==> src/rtl/fft_frame_sequencer_pkg.sv <==
// Shared types and constants for the FFT frame sequencer and its peak tracker.
package fft_frame_sequencer_pkg;

  typedef enum logic [1:0] {
    CONFIG,
    IDLE,
    STREAM
  } state_e;

  localparam logic [15:0] DEFAULT_CONFIG_WORD = 16'h0001;

  function automatic int nfft_len(input int log2_nfft);
    return 1 << log2_nfft;
  endfunction

endpackage

==> src/rtl/fft_peak_tracker.sv <==
// Finds the largest magnitude among bins 1..NFFT/2-1 of each FFT output frame.
// Result registered one cycle after the last beat; the magnitude stream is never stalled.
module fft_peak_tracker
  import fft_frame_sequencer_pkg::*;
#(
  parameter int LOG2_NFFT = 10,
  parameter int MAG_WIDTH = 32
) (
  input  logic                 clk_i,
  input  logic                 rst_i,
  input  logic [MAG_WIDTH-1:0] mag_i,
  input  logic                 mag_vld_i,
  input  logic                 mag_last_i,
  output logic [LOG2_NFFT-1:0] peak_bin_o,
  output logic [MAG_WIDTH-1:0] peak_mag_o,
  output logic                 peak_vld_o,
  output logic [15:0]          frame_count_o,
  output logic                 frame_error_o
);

  localparam int NFFT = nfft_len(LOG2_NFFT);
  localparam logic [LOG2_NFFT-1:0] BIN_LAST = LOG2_NFFT'(NFFT - 1);
  localparam logic [LOG2_NFFT-1:0] BIN_HALF = LOG2_NFFT'(NFFT / 2);

  logic [LOG2_NFFT-1:0] bin_q, bin_d;
  logic [LOG2_NFFT-1:0] best_bin_q, best_bin_d;
  logic [MAG_WIDTH-1:0] best_mag_q, best_mag_d;
  logic                 past_end_q, past_end_d;
  logic [LOG2_NFFT-1:0] peak_bin_q, peak_bin_d;
  logic [MAG_WIDTH-1:0] peak_mag_q, peak_mag_d;
  logic                 peak_vld_q, peak_vld_d;
  logic [15:0]          fc_q, fc_d;
  logic                 err_q, err_d;

  logic                 take;
  logic [LOG2_NFFT-1:0] cand_bin;
  logic [MAG_WIDTH-1:0] cand_mag;

  // Strict compare keeps the lower bin on ties; DC and the mirrored half never qualify.
  assign take     = (bin_q != '0) && (bin_q < BIN_HALF) && (mag_i > best_mag_q);
  assign cand_bin = take ? bin_q : best_bin_q;
  assign cand_mag = take ? mag_i : best_mag_q;

  always_comb begin
    bin_d      = bin_q;
    best_bin_d = best_bin_q;
    best_mag_d = best_mag_q;
    past_end_d = past_end_q;
    peak_bin_d = peak_bin_q;
    peak_mag_d = peak_mag_q;
    peak_vld_d = 1'b0;
    fc_d       = fc_q;
    err_d      = err_q;
    if (mag_vld_i) begin
      bin_d      = bin_q + 1'b1;
      past_end_d = 1'b0;
      if (past_end_q) err_d = 1'b1;
      if (mag_last_i) begin
        peak_bin_d = cand_bin;
        peak_mag_d = cand_mag;
        peak_vld_d = 1'b1;
        fc_d       = fc_q + 16'd1;
        if (bin_q != BIN_LAST) err_d = 1'b1;
        bin_d      = '0;
        best_bin_d = '0;
        best_mag_d = '0;
      end else begin
        best_bin_d = cand_bin;
        best_mag_d = cand_mag;
        past_end_d = (bin_q == BIN_LAST);
      end
    end
  end

  always_ff @(posedge clk_i or posedge rst_i) begin
    if (rst_i) begin
      bin_q      <= '0;
      best_bin_q <= '0;
      best_mag_q <= '0;
      past_end_q <= 1'b0;
      peak_bin_q <= '0;
      peak_mag_q <= '0;
      peak_vld_q <= 1'b0;
      fc_q       <= '0;
      err_q      <= 1'b0;
    end else begin
      bin_q      <= bin_d;
      best_bin_q <= best_bin_d;
      best_mag_q <= best_mag_d;
      past_end_q <= past_end_d;
      peak_bin_q <= peak_bin_d;
      peak_mag_q <= peak_mag_d;
      peak_vld_q <= peak_vld_d;
      fc_q       <= fc_d;
      err_q      <= err_d;
    end
  end

  assign peak_bin_o    = peak_bin_q;
  assign peak_mag_o    = peak_mag_q;
  assign peak_vld_o    = peak_vld_q;
  assign frame_count_o = fc_q;
  assign frame_error_o = err_q;

endmodule

==> src/rtl/fft_frame_sequencer.sv <==
// Configures the FFT once, frames the mono stream into NFFT-sample frames and reports per-frame peaks.
// One cycle input-to-output latency; FFT back-pressure is absorbed by one holding register, overflow is dropped.
module fft_frame_sequencer
  import fft_frame_sequencer_pkg::*;
#(
  parameter int          DATA_WIDTH  = 16,
  parameter int          LOG2_NFFT   = 10,
  parameter int          MAG_WIDTH   = 32,
  parameter logic [15:0] CONFIG_WORD = DEFAULT_CONFIG_WORD
) (
  input  logic                  axis_clk,
  input  logic                  reset,
  input  logic                  enable,
  input  logic [DATA_WIDTH-1:0] s_axis_data,
  input  logic                  s_axis_valid,
  output logic                  s_axis_ready,
  input  logic                  s_axis_last,
  output logic [DATA_WIDTH-1:0] m_axis_data,
  output logic                  m_axis_valid,
  input  logic                  m_axis_ready,
  output logic                  m_axis_last,
  output logic [15:0]           cfg_data,
  output logic                  cfg_valid,
  input  logic                  cfg_ready,
  input  logic [MAG_WIDTH-1:0]  fft_mag,
  input  logic                  fft_mag_valid,
  input  logic                  fft_mag_last,
  output logic [LOG2_NFFT-1:0]  peak_bin,
  output logic [MAG_WIDTH-1:0]  peak_mag,
  output logic                  peak_valid,
  output logic [15:0]           frame_count,
  output logic [15:0]           drop_count,
  output logic                  frame_error
);

  localparam int NFFT = nfft_len(LOG2_NFFT);
  localparam logic [LOG2_NFFT-1:0] IDX_LAST = LOG2_NFFT'(NFFT - 1);

  state_e                state_q, state_d;
  logic [LOG2_NFFT-1:0]  idx_q, idx_d;
  logic                  hold_vld_q, hold_vld_d;
  logic                  hold_last_q, hold_last_d;
  logic [DATA_WIDTH-1:0] hold_dat_q, hold_dat_d;
  logic                  cfg_vld_q, cfg_vld_d;
  logic [15:0]           drop_q, drop_d;

  // Frame boundaries come from the internal index, not from the source.
  logic unused_last;
  assign unused_last = s_axis_last;

  always_comb begin
    state_d     = state_q;
    idx_d       = idx_q;
    hold_vld_d  = hold_vld_q;
    hold_last_d = hold_last_q;
    hold_dat_d  = hold_dat_q;
    drop_d      = drop_q;
    if (hold_vld_q && m_axis_ready) hold_vld_d = 1'b0;
    case (state_q)
      CONFIG: begin
        if (cfg_vld_q && cfg_ready) state_d = IDLE;
      end
      IDLE: begin
        if (enable) begin
          state_d = STREAM;
          idx_d   = '0;
        end
      end
      STREAM: begin
        if (s_axis_valid) begin
          if (!hold_vld_q || m_axis_ready) begin
            hold_vld_d  = 1'b1;
            hold_dat_d  = s_axis_data;
            hold_last_d = (idx_q == IDX_LAST);
            idx_d       = idx_q + 1'b1;
            if ((idx_q == IDX_LAST) && !enable) state_d = IDLE;
          end else if (drop_q != 16'hFFFF) begin
            drop_d = drop_q + 16'd1;
          end
        end
      end
      default: state_d = CONFIG;
    endcase
    // Registered so cfg_valid stays low while reset is held.
    cfg_vld_d = (state_d == CONFIG);
  end

  always_ff @(posedge axis_clk or posedge reset) begin
    if (reset) begin
      state_q     <= CONFIG;
      idx_q       <= '0;
      hold_vld_q  <= 1'b0;
      hold_last_q <= 1'b0;
      hold_dat_q  <= '0;
      cfg_vld_q   <= 1'b0;
      drop_q      <= '0;
    end else begin
      state_q     <= state_d;
      idx_q       <= idx_d;
      hold_vld_q  <= hold_vld_d;
      hold_last_q <= hold_last_d;
      hold_dat_q  <= hold_dat_d;
      cfg_vld_q   <= cfg_vld_d;
      drop_q      <= drop_d;
    end
  end

  assign s_axis_ready = (state_q != CONFIG);
  assign m_axis_data  = hold_dat_q;
  assign m_axis_valid = hold_vld_q;
  assign m_axis_last  = hold_last_q;
  assign cfg_data     = CONFIG_WORD;
  assign cfg_valid    = cfg_vld_q;
  assign drop_count   = drop_q;

  fft_peak_tracker #(
    .LOG2_NFFT (LOG2_NFFT),
    .MAG_WIDTH (MAG_WIDTH)
  ) u_peak (
    .clk_i         (axis_clk),
    .rst_i         (reset),
    .mag_i         (fft_mag),
    .mag_vld_i     (fft_mag_valid),
    .mag_last_i    (fft_mag_last),
    .peak_bin_o    (peak_bin),
    .peak_mag_o    (peak_mag),
    .peak_vld_o    (peak_valid),
    .frame_count_o (frame_count),
    .frame_error_o (frame_error)
  );

endmodule
==> config.mk <==
export PLATFORM = sky130hd
export DESIGN_NAME = fft_frame_sequencer
export DESIGN_NICKNAME = d
export VERILOG_FILES = /design/src/rtl/fft_frame_sequencer_pkg.sv /design/src/rtl/fft_peak_tracker.sv /design/src/rtl/fft_frame_sequencer.sv
export SDC_FILE = /design/constraint.sdc
export NUM_CORES = 1
export LEC_CHECK = 0
export CAP_MARGIN = 0
export CORE_MARGIN = 1.5
export CORE_UTILIZATION = 55
export DETAILED_ROUTE_END_ITERATION = 10
export GPL_ROUTABILITY_DRIVEN = 0
export PLACE_DENSITY = 0.83
export SYNTH_ARGS = -nofsm -noshare
export SYNTH_HDL_FRONTEND = slang
export SYNTH_SLANG_ARGS = --single-unit
==> constraint.sdc <==
create_clock -name axis_clk -period 14.7 [get_ports axis_clk]
set_input_delay 2.205 -clock axis_clk [delete_from_list [all_inputs] [get_ports axis_clk]]
set_output_delay 2.205 -clock axis_clk [all_outputs]
set_load 0.02 [all_outputs]
==> results.sh <==
export IMPL_area_delta_synth_final_pct=27.5
export IMPL_wl_um=18900
export IMPL_crit_chain="clkdlybuf4s50_1 > inv_1 > ha_1 > nand4_1 > or4_1 > and3_1 > o31a_1 > o31ai_4 > buf_4 > a32o_1"
export IMPL_synth_cell_type_count=53
export IMPL_rows=43
export IMPL_path_buf_inv=3
export IMPL_power_density_nw_per_um2=148
export IMPL_cts_setup_buffers=0
export IMPL_drc_errors=0
export IMPL_vias_per_cell=5.77
export IMPL_fillers=1014
export IMPL_mostFrequentLayoutCells="dfrtp_1 (160), clkdlybuf4s50_1 (151), nand2_1 (91)"
export IMPL_grt_max_degree=90
export IMPL_top_usage_layer="met2"
export IMPL_path_max_fanout=25
export IMPL_final_common_cell="dfrtp_1"
export IMPL_drt_pass1_iter_count=5
export IMPL_yosys_register_bits=160
export IMPL_power_mw=1.49
export IMPL_crit_type="input pin to flip-flop"
export IMPL_root_buffer="clkbuf_16"
export IMPL_cp_end_kind="flip-flop"
export IMPL_use_met1_pct=33.4
export IMPL_synth_edf_count=0
export IMPL_ios=169
export IMPL_cts_htree_levels=4
export IMPL_post_dp_hpwl_um=12100
export IMPL_final_nets=1030
export IMPL_cpLargestDelayFamily="compound AO/OA/AOI/OAI gates"
export IMPL_finalHoldViolations=0
export IMPL_ys_warn_count=0
export IMPL_max_cap_violations=0
export IMPL_grt_use_met3_pct=5.95
export IMPL_postCtsHoldBufs=0
export IMPL_path_clk_slew_ns=0.06
export IMPL_drtIter0Drc=511
export IMPL_max_stage_delay_ns=0.68
export IMPL_synth_async_reset_ratio_pct=100
export IMPL_clock_sinks=160
export IMPL_grt_antenna_before_repair=0
export IMPL_die_area_um2=15100
export IMPL_stdcell_area_um2=10000
export IMPL_startpoint_type="input pin"
export IMPL_crit_path_start="fft_mag[0]"
export IMPL_ant_nets=0
export IMPL_grt_pass1_vias=6258
export IMPL_die_h_um=123
export IMPL_core_um2=13900
export IMPL_synth_area_um2=7890
export IMPL_rsz0062_at_grt="false"
export IMPL_grt_use_total_pct=25.8
export IMPL_gr_total_overflow=0
export IMPL_period_needed_ns=5.14
export IMPL_worst_slew_pin_transition_ns=1.15
export IMPL_vias=6514
export IMPL_fp_dieW_um=123
export IMPL_leakagePower_nw=4.33
export IMPL_fin_worst_skew_ns=0.00718
export IMPL_drive_gt1_share_pct=5.48
export IMPL_setup_viol=0
export IMPL_min_from="u_peak.frame_error_o"
export IMPL_fin_tns_setup_ns=0
export IMPL_critical_path_required_ns=15.06
export IMPL_post_drt_wl_per_cell_um=16.8
export IMPL_multi_input_area_um2=3430
export IMPL_cts_path_max_buffers=2
export IMPL_cts_tree="built"
export IMPL_start_util_pct=56.6
export IMPL_placedInstanceArea_um2=9420
export IMPL_outcome="finished, final reports clean"
export IMPL_syn_avg_cell_area_um2=9.77
export IMPL_register_area_um2=4000
export IMPL_maxSlewViolCount=0
export IMPL_grt_met2_usage_pct=42.2
export IMPL_ys_flop_type="dfrtp_1"
export IMPL_fin_crit_sh_pct=35.0
export IMPL_ys_seq_area_share_pct=50.8
export IMPL_numCtsBuffers=17
export IMPL_arrival_ns=5.51
export IMPL_min_path_type="flip-flop to flip-flop"
export IMPL_max_freq_ghz=0.194
export IMPL_slew_headroom_pct=23.4
export IMPL_timing_rr_start="u_peak.best_mag_q[1]"
export IMPL_synth_cells=807
export IMPL_cts_repair_resized=0
export IMPL_cp_slowest_cell="o31ai_4"
export IMPL_numPortBuffers=151
export IMPL_vdd_drop_max_uv=86.6
export IMPL_antenna_cells=0
export IMPL_grt_pass1_wl_um=30500
export IMPL_clkLatencyLatePin_ns=0.43
-- per-layer routing --
metal | vias to the layer above | share of wire (%)
met5 | - | 0
met4 | 0 | 1.8
met3 | 29 | 6.7
met2 | 223 | 48
met1 | 3185 | 43
li1 | 3077 | -
-- final timing paths --
kind	endpoint	slack, ns	cells after the start
setup / recovery	u_peak.best_mag_q[16]	9.56	10
hold / removal	u_peak.frame_error_o	0.46	1
setup reg to reg	u_peak.best_mag_q[16]	11.40	9
hold reg to reg	u_peak.frame_error_o	0.46	1
max in group asynchronous	u_peak.peak_mag_o[26]	10.95	3
min in group asynchronous	drop_count[8]	2.32	2
-- synthesized netlist by cell type (3+ instances only) --
master       n  area (um2)
dfrtp_1    160        4000
a21oi_1     16        80.1
inv_1       45         169
and4_1       4        35.0
nor3_1       5        25.0
nand2_1     91         342
nor4_1       3        18.8
buf_2       14        70.1
or4_1        3        22.5
and3_1      10        62.6
o22ai_1      3        18.8
nor2b_1      5        31.3
a31oi_1     42         263
clkbuf_1    29         109
a21o_1       5        37.5
o2bb2ai_1    3        26.3
xnor2_1     24         210
nand3_1     58         290
o21ai_0     58         290
nor2_1      69         259
nand2b_1     3        18.8
a32o_1      40         400
nand4_1     13        81.3
xor2_1      16         140
ha_1        37         463
buf_4       16         120
buf_6        4        45.0
-- final cells by class --
| class | count | share of cell area, % |
|---|---|---|
| clock buffers | 18 | 4.37 |
| clock inverters | 14 | 1.89 |
| inverters | 46 | 1.77 |
| multi-input cells | 551 | 34.2 |
| flip-flops and latches | 160 | 39.8 |
| well taps | 180 | 2.24 |
| repair buffers | 160 | 15.7 |
-- registers in the layout, summed over array words and instances (netlist names) --
register	count
drop_count	16
u_peak.frame_count_o	16
m_axis_data	16
cfg_valid	1
idx_q	10
u_peak.best_mag_q	32
u_peak.peak_bin_o	10
u_peak.past_end_q	1
u_peak.frame_error_o	1
u_peak.best_bin_q	10
m_axis_valid	1
u_peak.peak_mag_o	32
state_q	2
u_peak.peak_vld_o	1
m_axis_last	1
u_peak.bin_q	10
-- report_power, final --
part | leakage [nW] | switching [mW] | internal (mW)
Clock | 0.294 | 0.183 | 0.288
Sequential | 2.06 | 0.0592 | 0.518
Combinational | 1.97 | 0.250 | 0.194
-- kinds of logic after synthesis --
kind of cell             share of synthesized area (%)
multiplexers                                     0.270
adder cells (fa/ha/maj)                           5.87
XOR/XNOR                                          4.44
buffers and inverters                             6.60
other                                           0.0952
AND/OR/NAND/NOR                                   16.3
flip-flops                                        50.8
AO/OA/AOI/OAI                                     15.6
-- through the flow --
step	cells	utilization, %	worst slack (ns)	hold slack, ns
floorplan	821	-	8.18	0.453
global route	1129	72.1	9.32	0.491
detailed placement	1097	67.6	9.15	0.448
finish	1129	72.1	9.56	0.459
global placement	1097	67.6	9.23	0.454
CTS	1129	72.1	9.58	0.466
Power figures use the tool's default switching activity.
